`src/rtl/rgb2raw_pkg.sv`:
```
// Shared types for the RGB-to-Bayer transmitter: FSM states, CFA orders,
// colour selection and the 8-to-10-bit sample expansion.
package rgb2raw_pkg;

   typedef enum logic [2:0] {
      ST_IDLE,
      ST_LEAD,
      ST_ACTIVE,
      ST_HBLANK,
      ST_TRAIL,
      ST_VBLANK
   } state_t;

   // CFA order of (row0x0, row0x1, row1x0, row1x1)
   localparam logic [1:0] PAT_GRBG = 2'd0;
   localparam logic [1:0] PAT_RGGB = 2'd1;
   localparam logic [1:0] PAT_BGGR = 2'd2;
   localparam logic [1:0] PAT_GBRG = 2'd3;

   typedef enum logic [1:0] {
      SEL_R,
      SEL_G,
      SEL_B
   } sel_t;

   function automatic logic [9:0] expand_8to10(input logic [7:0] c);
      return {c, c[7:6]};
   endfunction

endpackage

```
`src/rtl/bayer_sel.sv`:
```
// Picks the R, G or B channel for one Bayer site and expands it to 10 bits.
// Purely combinational; shared with the test-pattern generator.
module bayer_sel
   import rgb2raw_pkg::*;
(
   input  logic [1:0] pat_i,
   input  logic       row0_i,
   input  logic       col0_i,
   input  logic [7:0] r_i,
   input  logic [7:0] g_i,
   input  logic [7:0] b_i,
   output logic [9:0] sample_o
);

   logic [1:0] idx;
   sel_t       sel;

   always_comb begin
      idx = {row0_i, col0_i};
      sel = SEL_G;
      case (pat_i)
         PAT_GRBG: begin
            if (idx == 2'd1)      sel = SEL_R;
            else if (idx == 2'd2) sel = SEL_B;
         end
         PAT_RGGB: begin
            if (idx == 2'd0)      sel = SEL_R;
            else if (idx == 2'd3) sel = SEL_B;
         end
         PAT_BGGR: begin
            if (idx == 2'd0)      sel = SEL_B;
            else if (idx == 2'd3) sel = SEL_R;
         end
         PAT_GBRG: begin
            if (idx == 2'd1)      sel = SEL_B;
            else if (idx == 2'd2) sel = SEL_R;
         end
         default: sel = SEL_G;
      endcase

      case (sel)
         SEL_R:   sample_o = expand_8to10(r_i);
         SEL_B:   sample_o = expand_8to10(b_i);
         default: sample_o = expand_8to10(g_i);
      endcase
   end

endmodule

```
`src/rtl/rgb2raw_bayer_tx.sv`:
```
// Re-mosaics an RGB pixel stream into a 10-bit Bayer stream with FVAL/LVAL framing.
// One-cycle pixel latency; oREADY only in ACTIVE, and source stalls become LVAL gaps.
module rgb2raw_bayer_tx
   import rgb2raw_pkg::*;
#(
   parameter int unsigned H_ACTIVE  = 640,
   parameter int unsigned V_ACTIVE  = 480,
   parameter int unsigned H_BLANK   = 160,
   parameter int unsigned FV_LEAD   = 4,
   parameter int unsigned FV_TRAIL  = 4,
   parameter int unsigned V_BLANK   = 16,
   parameter int unsigned BAYER_PAT = 0
)(
   input  logic        CCD_PIXCLK,
   input  logic        RST,
   input  logic        START,
   input  logic [7:0]  iRed,
   input  logic [7:0]  iGreen,
   input  logic [7:0]  iBlue,
   input  logic        iDVAL,
   output logic        oREADY,
   output logic [9:0]  CCD_DATA,
   output logic        CCD_FVAL,
   output logic        CCD_LVAL,
   output logic [15:0] X_Cont,
   output logic [15:0] Y_Cont,
   output logic        oUNDERRUN,
   output logic        oFRAME_DONE
);

   if (H_ACTIVE < 1 || H_ACTIVE > 65535 || V_ACTIVE < 1 || V_ACTIVE > 65535 ||
       H_BLANK < 1 || FV_LEAD < 1 || FV_TRAIL < 1 || V_BLANK < 1) begin : g_bad_params
      $error("rgb2raw_bayer_tx: illegal timing parameters");
   end

   state_t      state_q, state_d;
   logic [15:0] tcnt_q, tcnt_d;
   logic [15:0] col_q, col_d;
   logic [15:0] row_q, row_d;
   logic [9:0]  data_q, data_d;
   logic [15:0] x_q, x_d;
   logic [15:0] y_q, y_d;
   logic        fval_q, fval_d;
   logic        lval_q, lval_d;
   logic        under_q, under_d;
   logic        done_q, done_d;

   logic [9:0]  sample;
   logic [15:0] tlim;
   logic        tdone;
   logic        accept;

   bayer_sel u_bayer_sel (
      .pat_i    (2'(BAYER_PAT)),
      .row0_i   (row_q[0]),
      .col0_i   (col_q[0]),
      .r_i      (iRed),
      .g_i      (iGreen),
      .b_i      (iBlue),
      .sample_o (sample)
   );

   assign accept = iDVAL && (state_q == ST_ACTIVE);

   always_comb begin
      case (state_q)
         ST_LEAD:   tlim = 16'(FV_LEAD - 1);
         ST_HBLANK: tlim = 16'(H_BLANK - 1);
         ST_TRAIL:  tlim = 16'(FV_TRAIL - 1);
         ST_VBLANK: tlim = 16'(V_BLANK - 1);
         default:   tlim = 16'd0;
      endcase
      tdone = (tcnt_q == tlim);
   end

   always_comb begin
      state_d = state_q;
      tcnt_d  = tcnt_q + 16'd1;
      col_d   = col_q;
      row_d   = row_q;
      data_d  = data_q;
      x_d     = x_q;
      y_d     = y_q;
      lval_d  = 1'b0;
      under_d = 1'b0;
      done_d  = 1'b0;

      case (state_q)
         ST_IDLE: begin
            col_d = 16'd0;
            row_d = 16'd0;
            x_d   = 16'd0;
            y_d   = 16'd0;
            if (START) state_d = ST_LEAD;
         end
         ST_LEAD:   if (tdone) state_d = ST_ACTIVE;
         ST_ACTIVE: begin
            if (accept) begin
               lval_d = 1'b1;
               data_d = sample;
               x_d    = col_q;
               y_d    = row_q;
               col_d  = col_q + 16'd1;
               if (col_q == 16'(H_ACTIVE - 1)) begin
                  col_d = 16'd0;
                  if (row_q == 16'(V_ACTIVE - 1)) begin
                     state_d = ST_TRAIL;
                  end else begin
                     row_d   = row_q + 16'd1;
                     state_d = ST_HBLANK;
                  end
               end
            end else begin
               under_d = 1'b1;
            end
         end
         ST_HBLANK: if (tdone) state_d = ST_ACTIVE;
         ST_TRAIL:  if (tdone) state_d = ST_VBLANK;
         ST_VBLANK: begin
            if (tdone) begin
               state_d = ST_IDLE;
               done_d  = 1'b1;
            end
         end
         default: state_d = ST_IDLE;
      endcase

      // Every timed state counts from zero on entry.
      if (state_d != state_q) tcnt_d = 16'd0;

      fval_d = (state_d == ST_LEAD) || (state_d == ST_ACTIVE) ||
               (state_d == ST_HBLANK) || (state_d == ST_TRAIL);
   end

   always_ff @(posedge CCD_PIXCLK) begin
      if (RST) begin
         state_q <= ST_IDLE;
         tcnt_q  <= 16'd0;
         col_q   <= 16'd0;
         row_q   <= 16'd0;
         data_q  <= 10'd0;
         x_q     <= 16'd0;
         y_q     <= 16'd0;
         fval_q  <= 1'b0;
         lval_q  <= 1'b0;
         under_q <= 1'b0;
         done_q  <= 1'b0;
      end else begin
         state_q <= state_d;
         tcnt_q  <= tcnt_d;
         col_q   <= col_d;
         row_q   <= row_d;
         data_q  <= data_d;
         x_q     <= x_d;
         y_q     <= y_d;
         fval_q  <= fval_d;
         lval_q  <= lval_d;
         under_q <= under_d;
         done_q  <= done_d;
      end
   end

   assign oREADY      = (state_q == ST_ACTIVE);
   assign CCD_DATA    = data_q;
   assign CCD_FVAL    = fval_q;
   assign CCD_LVAL    = lval_q;
   assign X_Cont      = x_q;
   assign Y_Cont      = y_q;
   assign oUNDERRUN   = under_q;
   assign oFRAME_DONE = done_q;

endmodule

```
`config.mk`:
```
export PLATFORM = sky130hd
export DESIGN_NAME = rgb2raw_bayer_tx
export DESIGN_NICKNAME = d
export VERILOG_FILES = /design/src/rtl/rgb2raw_pkg.sv /design/src/rtl/bayer_sel.sv /design/src/rtl/rgb2raw_bayer_tx.sv
export SDC_FILE = /design/constraint.sdc
export NUM_CORES = 1
export LEC_CHECK = 0
export BUFFER_PORTS_ARGS = -buffer_cell sky130_fd_sc_hd__buf_2
export CAP_MARGIN = 20
export CELL_PAD_IN_SITES_DETAIL_PLACEMENT = 0
export CELL_PAD_IN_SITES_GLOBAL_PLACEMENT = 2
export CORE_MARGIN = 2
export CORE_UTILIZATION = 36
export DETAILED_ROUTE_END_ITERATION = 8
export PLACE_DENSITY_LB_ADDON = 0.1
export SLEW_MARGIN = 15
export SYNTH_ARGS = -nofsm -noshare
export SYNTH_HDL_FRONTEND = slang
export SYNTH_SLANG_ARGS = --single-unit
```
`constraint.sdc`:
```
create_clock -name CCD_PIXCLK -period 5.8 [get_ports CCD_PIXCLK]
set_input_delay 0 -clock CCD_PIXCLK [delete_from_list [all_inputs] [get_ports CCD_PIXCLK]]
set_output_delay 0 -clock CCD_PIXCLK [all_outputs]
set_load 0.05 [all_outputs]
```
Yosys cells after proc, flatten, opt, wreduce, memory -nomap -nowiden
Cells that the tools add are included.

Mux-type cells: 26. Magnitude comparators: 0. Reductions and logical operators: 15. $mul: 0. Div/mod/pow operators: 0. Add/subtract/negate cells: 3. Shifts and indexed selects: 0. Equal/unequal tests: 19. Bitwise operators: 2.

Operator list (count): $pmux 16 s2 (4); $mux 16 (7); $add 16x1->16 const B (3); $pmux 8 s3 (1); $mux 3 (7); $pmux 10 s2 (1); $eq 16x10->1 const B (1); $eq 16x16->1 (1); $eq 16x9->1 const B (1); $pmux 3 s5 (1); $eq 3x2->1 const B (4); $reduce_or 2->1 (5); $eq 3x3->1 const B (3); $eq 3x1->1 const B (2); $eq 2x2->1 const B (2); $mux 2 (2); $ne 2x1->1 const B (2); $reduce_and 2->1 (2); $reduce_and 4->1 (1); $logic_not 3->1 (1); $logic_or 1x1->1 (3); $mux 1 (3); $ne 3x3->1 (1); $eq 2x1->1 const B (1); 5 further kinds (6).

Logic and storage cells: 76. Output and inout port bits: 47. RAM bits: 0. ROM bits: 0. Bits in registers: 97. Input bits: 28. Bits in latches: 0. Memories kept: 0.

Longest topological paths before layout
Depth in word-level cells: 10. Mapped depth: 9. Gate-level depth less buffers: 7.

Modules after synthesis
From an unflattened synthesis, not the netlist that was laid out.

Cell total of the unflattened synthesis: 499. Area total of the unflattened synthesis: 4379.2 sq um.

Modules (own cells, without submodules): rgb2raw_bayer_tx (area an instance 4025.1 sq um, seq. area each 1941.9 sq um, cells each 441, instances 1); bayer_sel (area an instance 354.1 sq um, seq. area each 0.0 sq um, cells each 58, instances 1).

Worst setup path before layout
OpenSTA, ideal clock, no wires.

Kind: reg-to-reg. From: register col_q[0]. To: register row_q[12]. Stages on the path, launching flop included: 8. Buffers on the path: 1. Required time: 5.730 ns. Setup time: 0.070 ns. Path slack: 3.563 ns. Clock period less this slack: 2.237 ns. Data arrival time: 2.166 ns. Cell sequence: dfxtp_1 ha_1 nand4_1 nor4_4 a21oi_2 buf_2 or4_1 a21oi_1.

Cells in the longest elaborated chain, start to end: 3.

RTL lines: from (decl) (RTL line rgb2raw_bayer_tx.sv:38) `logic [15:0] col_q, col_d;`; from (signal assigned) (RTL line rgb2raw_bayer_tx.sv:151) `col_q <= col_d;`; $eq 16x10->1 (RTL line rgb2raw_bayer_tx.sv:104) `if (col_q == 16'(H_ACTIVE - 1)) begin`; $ne 2x1->1 (no source line); $reduce_and 4->1 (no source line); to (signal assigned) (RTL line rgb2raw_bayer_tx.sv:152) `row_q <= row_d;`; to (decl) (RTL line rgb2raw_bayer_tx.sv:39) `logic [15:0] row_q, row_d;`.

Every way passes these cells. A chain may end at the register's enable or synchronous reset.

Final worst setup path
From: register col_q[0]. To: register tcnt_q[4].

Cells in the longest elaborated chain, start to end: 6.

RTL lines: $eq 16x10->1 (RTL line rgb2raw_bayer_tx.sv:104); $mux 3 (RTL line rgb2raw_bayer_tx.sv:104); $mux 3 (RTL line rgb2raw_bayer_tx.sv:98) `if (accept) begin`; $pmux 3 s5 (RTL line rgb2raw_bayer_tx.sv:88) `case (state_q)`; $ne 3x3->1 (RTL line rgb2raw_bayer_tx.sv:129) `if (state_d != state_q) tcnt_d = 16'd0;`; $reduce_or 2->1 (no source line); to (signal assigned) (RTL line rgb2raw_bayer_tx.sv:150) `tcnt_q <= tcnt_d;`; to (decl) (RTL line rgb2raw_bayer_tx.sv:37) `logic [15:0] tcnt_q, tcnt_d;`.

Every way passes these cells.

==> flow_summary.json <==
{
  "wirelength_um": 10300,
  "synth_cell_types": 47,
  "numPortBuffers": 74,
  "hold_viol": 0,
  "num_rows": 39,
  "maxSlewViolCount": 0,
  "core_mm2": 0.0114,
  "hold_class": "in -> reg",
  "grt_pass1_vias": 3449,
  "seq_area_frac_synth_pct": 45.6,
  "fin_cells": 679,
  "cts_tree": "built",
  "synth-async-reset-ratio_pct": 0,
  "r2r_setup_slack_ns": 3.05,
  "dieArea_mm2": 0.0125,
  "synth.area.top_cells": "dfxtp_1 46%, a22o_1 6.7%, nand2_1 4.4%, nor2_1 3.4%, a21oi_1 3.2%",
  "gp_congestion": 0.777,
  "start_util_pct": 36.7,
  "nets": 564,
  "peakVddDrop_mv": 0.155,
  "reg2reg_depth": 7,
  "vias": 3642,
  "leakagePower_nw": 1.92,
  "grt_first_pass_wirelength_um": 17200,
  "dr.pass1.iters": 4,
  "dp.cells": 660,
  "worstPathArrival_ns": 2.95,
  "cts.sinks": 95,
  "grt_use_total_pct": 17.0,
  "yosysWarnings": 0,
  "cts_setup_buffers": 0,
  "fin_ws_ns": 3.05,
  "hold_start": "iGreen[7]",
  "dp_hpwl_um": 7110,
  "drcViolationCount": 0,
  "finalCritPeriodShare_pct": 47.4,
  "synth_area_mm2": 0.00417,
  "ys.flop_type": "dfxtp_1",
  "setup_viol": 0,
  "drtIter0Drc": 170,
  "antenna_cells": 0,
  "layout_min_cycle_time_ns": 2.75,
  "post_drt_wl_per_cell_um": 15.1,
  "netlist.area_leader.share_pct": 45.6,
  "root_buffer": "clkbuf_16",
  "skew_ns": 0.00467,
  "synthCells": 473,
  "status": "complete, no violations",
  "synth-edff-count": 0,
  "die_x_um": 112,
  "path_class": "reg -> reg",
  "cp-start-kind": "flop",
  "final_antenna_net_count": 0,
  "drive_above_1_share_pct": 19.2,
  "yosys.area.top_type": "dfxtp_1",
  "cts_buffers": 9,
  "grt_setup_unrepaired": "false",
  "grt_overflow": 0,
  "path_clk_slew_ns": 0.07,
  "vias_per_cell": 5.36,
  "critPathLaunch": "col_q[0]$_SDFFE_PP0P_",
  "setup_tns_ns": 0,
  "h-tree-depth": 3,
  "synth.ff_latch_count": 95,
  "antenna_found_initial": 0,
  "max_cap_viol_count": 0,
  "die_h_um": 112,
  "slew_headroom_pct": 50.4,
  "cts_max_path_buffers": 2,
  "ios": 75,
  "power.density_mw_per_mm2": 297,
  "area_growth_pct": 19.5,
  "worstMarginPinSlew_ns": 0.740,
  "critPathMaxFanout": 9,
  "grt_start_max_net_pins": 34,
  "regToRegEndpoint": "tcnt_q[4]$_SDFF_PP0_",
  "required_ns": 6.00,
  "worstSetupEndpoint": "tcnt_q[4]$_SDFF_PP0_",
  "fin_util_pct": 43.8,
  "synth_nets": 506,
  "fmax_ghz": 0.364,
  "syn_avg_cell_area_um2": 8.81,
  "clock_latency_ns": 0.34,
  "dp_slack_ns": 2.95,
  "reg2reg_from": "col_q[0]$_SDFFE_PP0P_",
  "end_kind": "flop"
}
[cells in the mapped netlist, types with 2 or more instances]
cell type and n:
or3_1 6, a22oi_1 8, buf_4 2, o211ai_1 4, nor4_1 6, xor2_1 13, nand2b_1 4, a31oi_1 4
nand4_1 15, and4_1 3, nor3b_1 3, o21a_1 3, a22o_1 32, clkbuf_1 28, o21ai_0 18, or4b_1 2
nor2_1 38, a21oi_1 27, or4_1 11, o31ai_1 8, and2_1 4, or2_2 3, nor3_1 12, a211o_1 2
a211oi_1 3, dfxtp_1 95, nand3_1 20, ha_1 5, inv_1 3, a21o_1 3, nor2b_1 2, xnor2_1 13
buf_2 2, nand2_1 49, and3_1 10
[area by class of cell]
cell class / instances / area (um^2)
fillers: 1165 / 6390
multi-input cells: 342 / 2130
flip-flops and latches: 95 / 1900
repair buffers: 80 / 432
clock buffers: 11 / 253
well taps: 143 / 179
clock inverters: 5 / 78.8
inverters: 3 / 11.3
[sequential cells by signal (all words and copies together), names as in the netlist]
signal,cells
oFRAME_DONE,1
Y_Cont,16
tcnt_q,16
row_q,16
state_q,3
CCD_DATA,8
CCD_FVAL,1
oUNDERRUN,1
CCD_LVAL,1
col_q,16
X_Cont,16
[metal layers]
layer / GRT usage [%] / part of all wire [%]
met1: 23.8 / 51
met2: 26.0 / 43
met3: 3.43 / 4.3
met4: 5.93 / 1.4
met5: 0 / 0
[critical path, cell delays in order (launching register included)]
cell and delay, ns:
dfxtp_1 0.44, ha_1 0.28, nand4_1 0.24, nor4_4 0.60, a21oi_1 0.18, a21oi_1 0.58, buf_6 0.22, nor3_1 0.05
[how the worst min path moves through the flow]
stage / endpoint / cells after the start
floorplan: oUNDERRUN$_SDFF_PP0_ / 1
global placement: oUNDERRUN$_SDFF_PP0_ / 2
detailed placement: oUNDERRUN$_SDFF_PP0_ / 2
CTS: CCD_DATA[2]$_SDFFE_PP0P_ / 5
global route: CCD_DATA[1]$_SDFFE_PP0P_ / 5
finish: CCD_DATA[1]$_SDFFE_PP0P_ / 5
[power by group]
part / total, mW / internal (mW) / switching [mW]
combinational: 0.152 / 0.0456 / 0.106
sequential: 0.673 / 0.661 / 0.0121
clock: 0.655 / 0.401 / 0.254
[cell families (layout without fill, tap and decap cells)]
group	Yosys count	in the layout	synth area share, %
AND/OR/NAND/NOR	194	194	24.5
AO/OA/AOI/OAI	117	117	19.4
flip-flops	95	95	45.6
buffers and inverters	36	99	3.48
XOR/XNOR	26	26	5.46
adder cells (fa/ha/maj)	5	5	1.50
[per-stage QoR]
| stage | cell area [um^2] | power [mW] | hold WS (ns) |
|---|---|---|---|
| global placement | 4600 | 0.835 | 0.237 |
| global route | 4980 | 1.54 | 0.0600 |
| finish | 4980 | 1.48 | 0.0229 |
| detailed placement | 4610 | 0.838 | 0.241 |
| CTS | 4970 | 1.49 | 0.0160 |
| floorplan | 4170 | 0.794 | 0.0793 |
[layout by cell type (no fill, tap or decap), types with 4 or more instances in the layout]
| master | n |
|---|---|
| clkbuf_16 | 9 |
| a22oi_1 | 8 |
| xor2_1 | 13 |
| xnor2_1 | 13 |
| or3_1 | 6 |
| nand4_1 | 15 |
| and3_1 | 10 |
| nor2_1 | 36 |
| a22o_1 | 32 |
| or4_1 | 11 |
| nand2_1 | 49 |
| nand3_1 | 20 |
| nand2b_1 | 4 |
| nor4_1 | 6 |
| a31oi_1 | 4 |
| o21ai_0 | 18 |
| buf_2 | 74 |
| a21oi_1 | 27 |
| o31ai_1 | 8 |
| o211ai_1 | 4 |
| and2_1 | 4 |
| ha_1 | 5 |
| dfxtp_1 | 95 |
| nor3_1 | 12 |
[repair_timing]
item                      CTS  global route
resized for setup           0             0
hold buffers                2             0
hold endpoints to repair    2             0
Note: power is estimated with default switching activity, not from simulation.
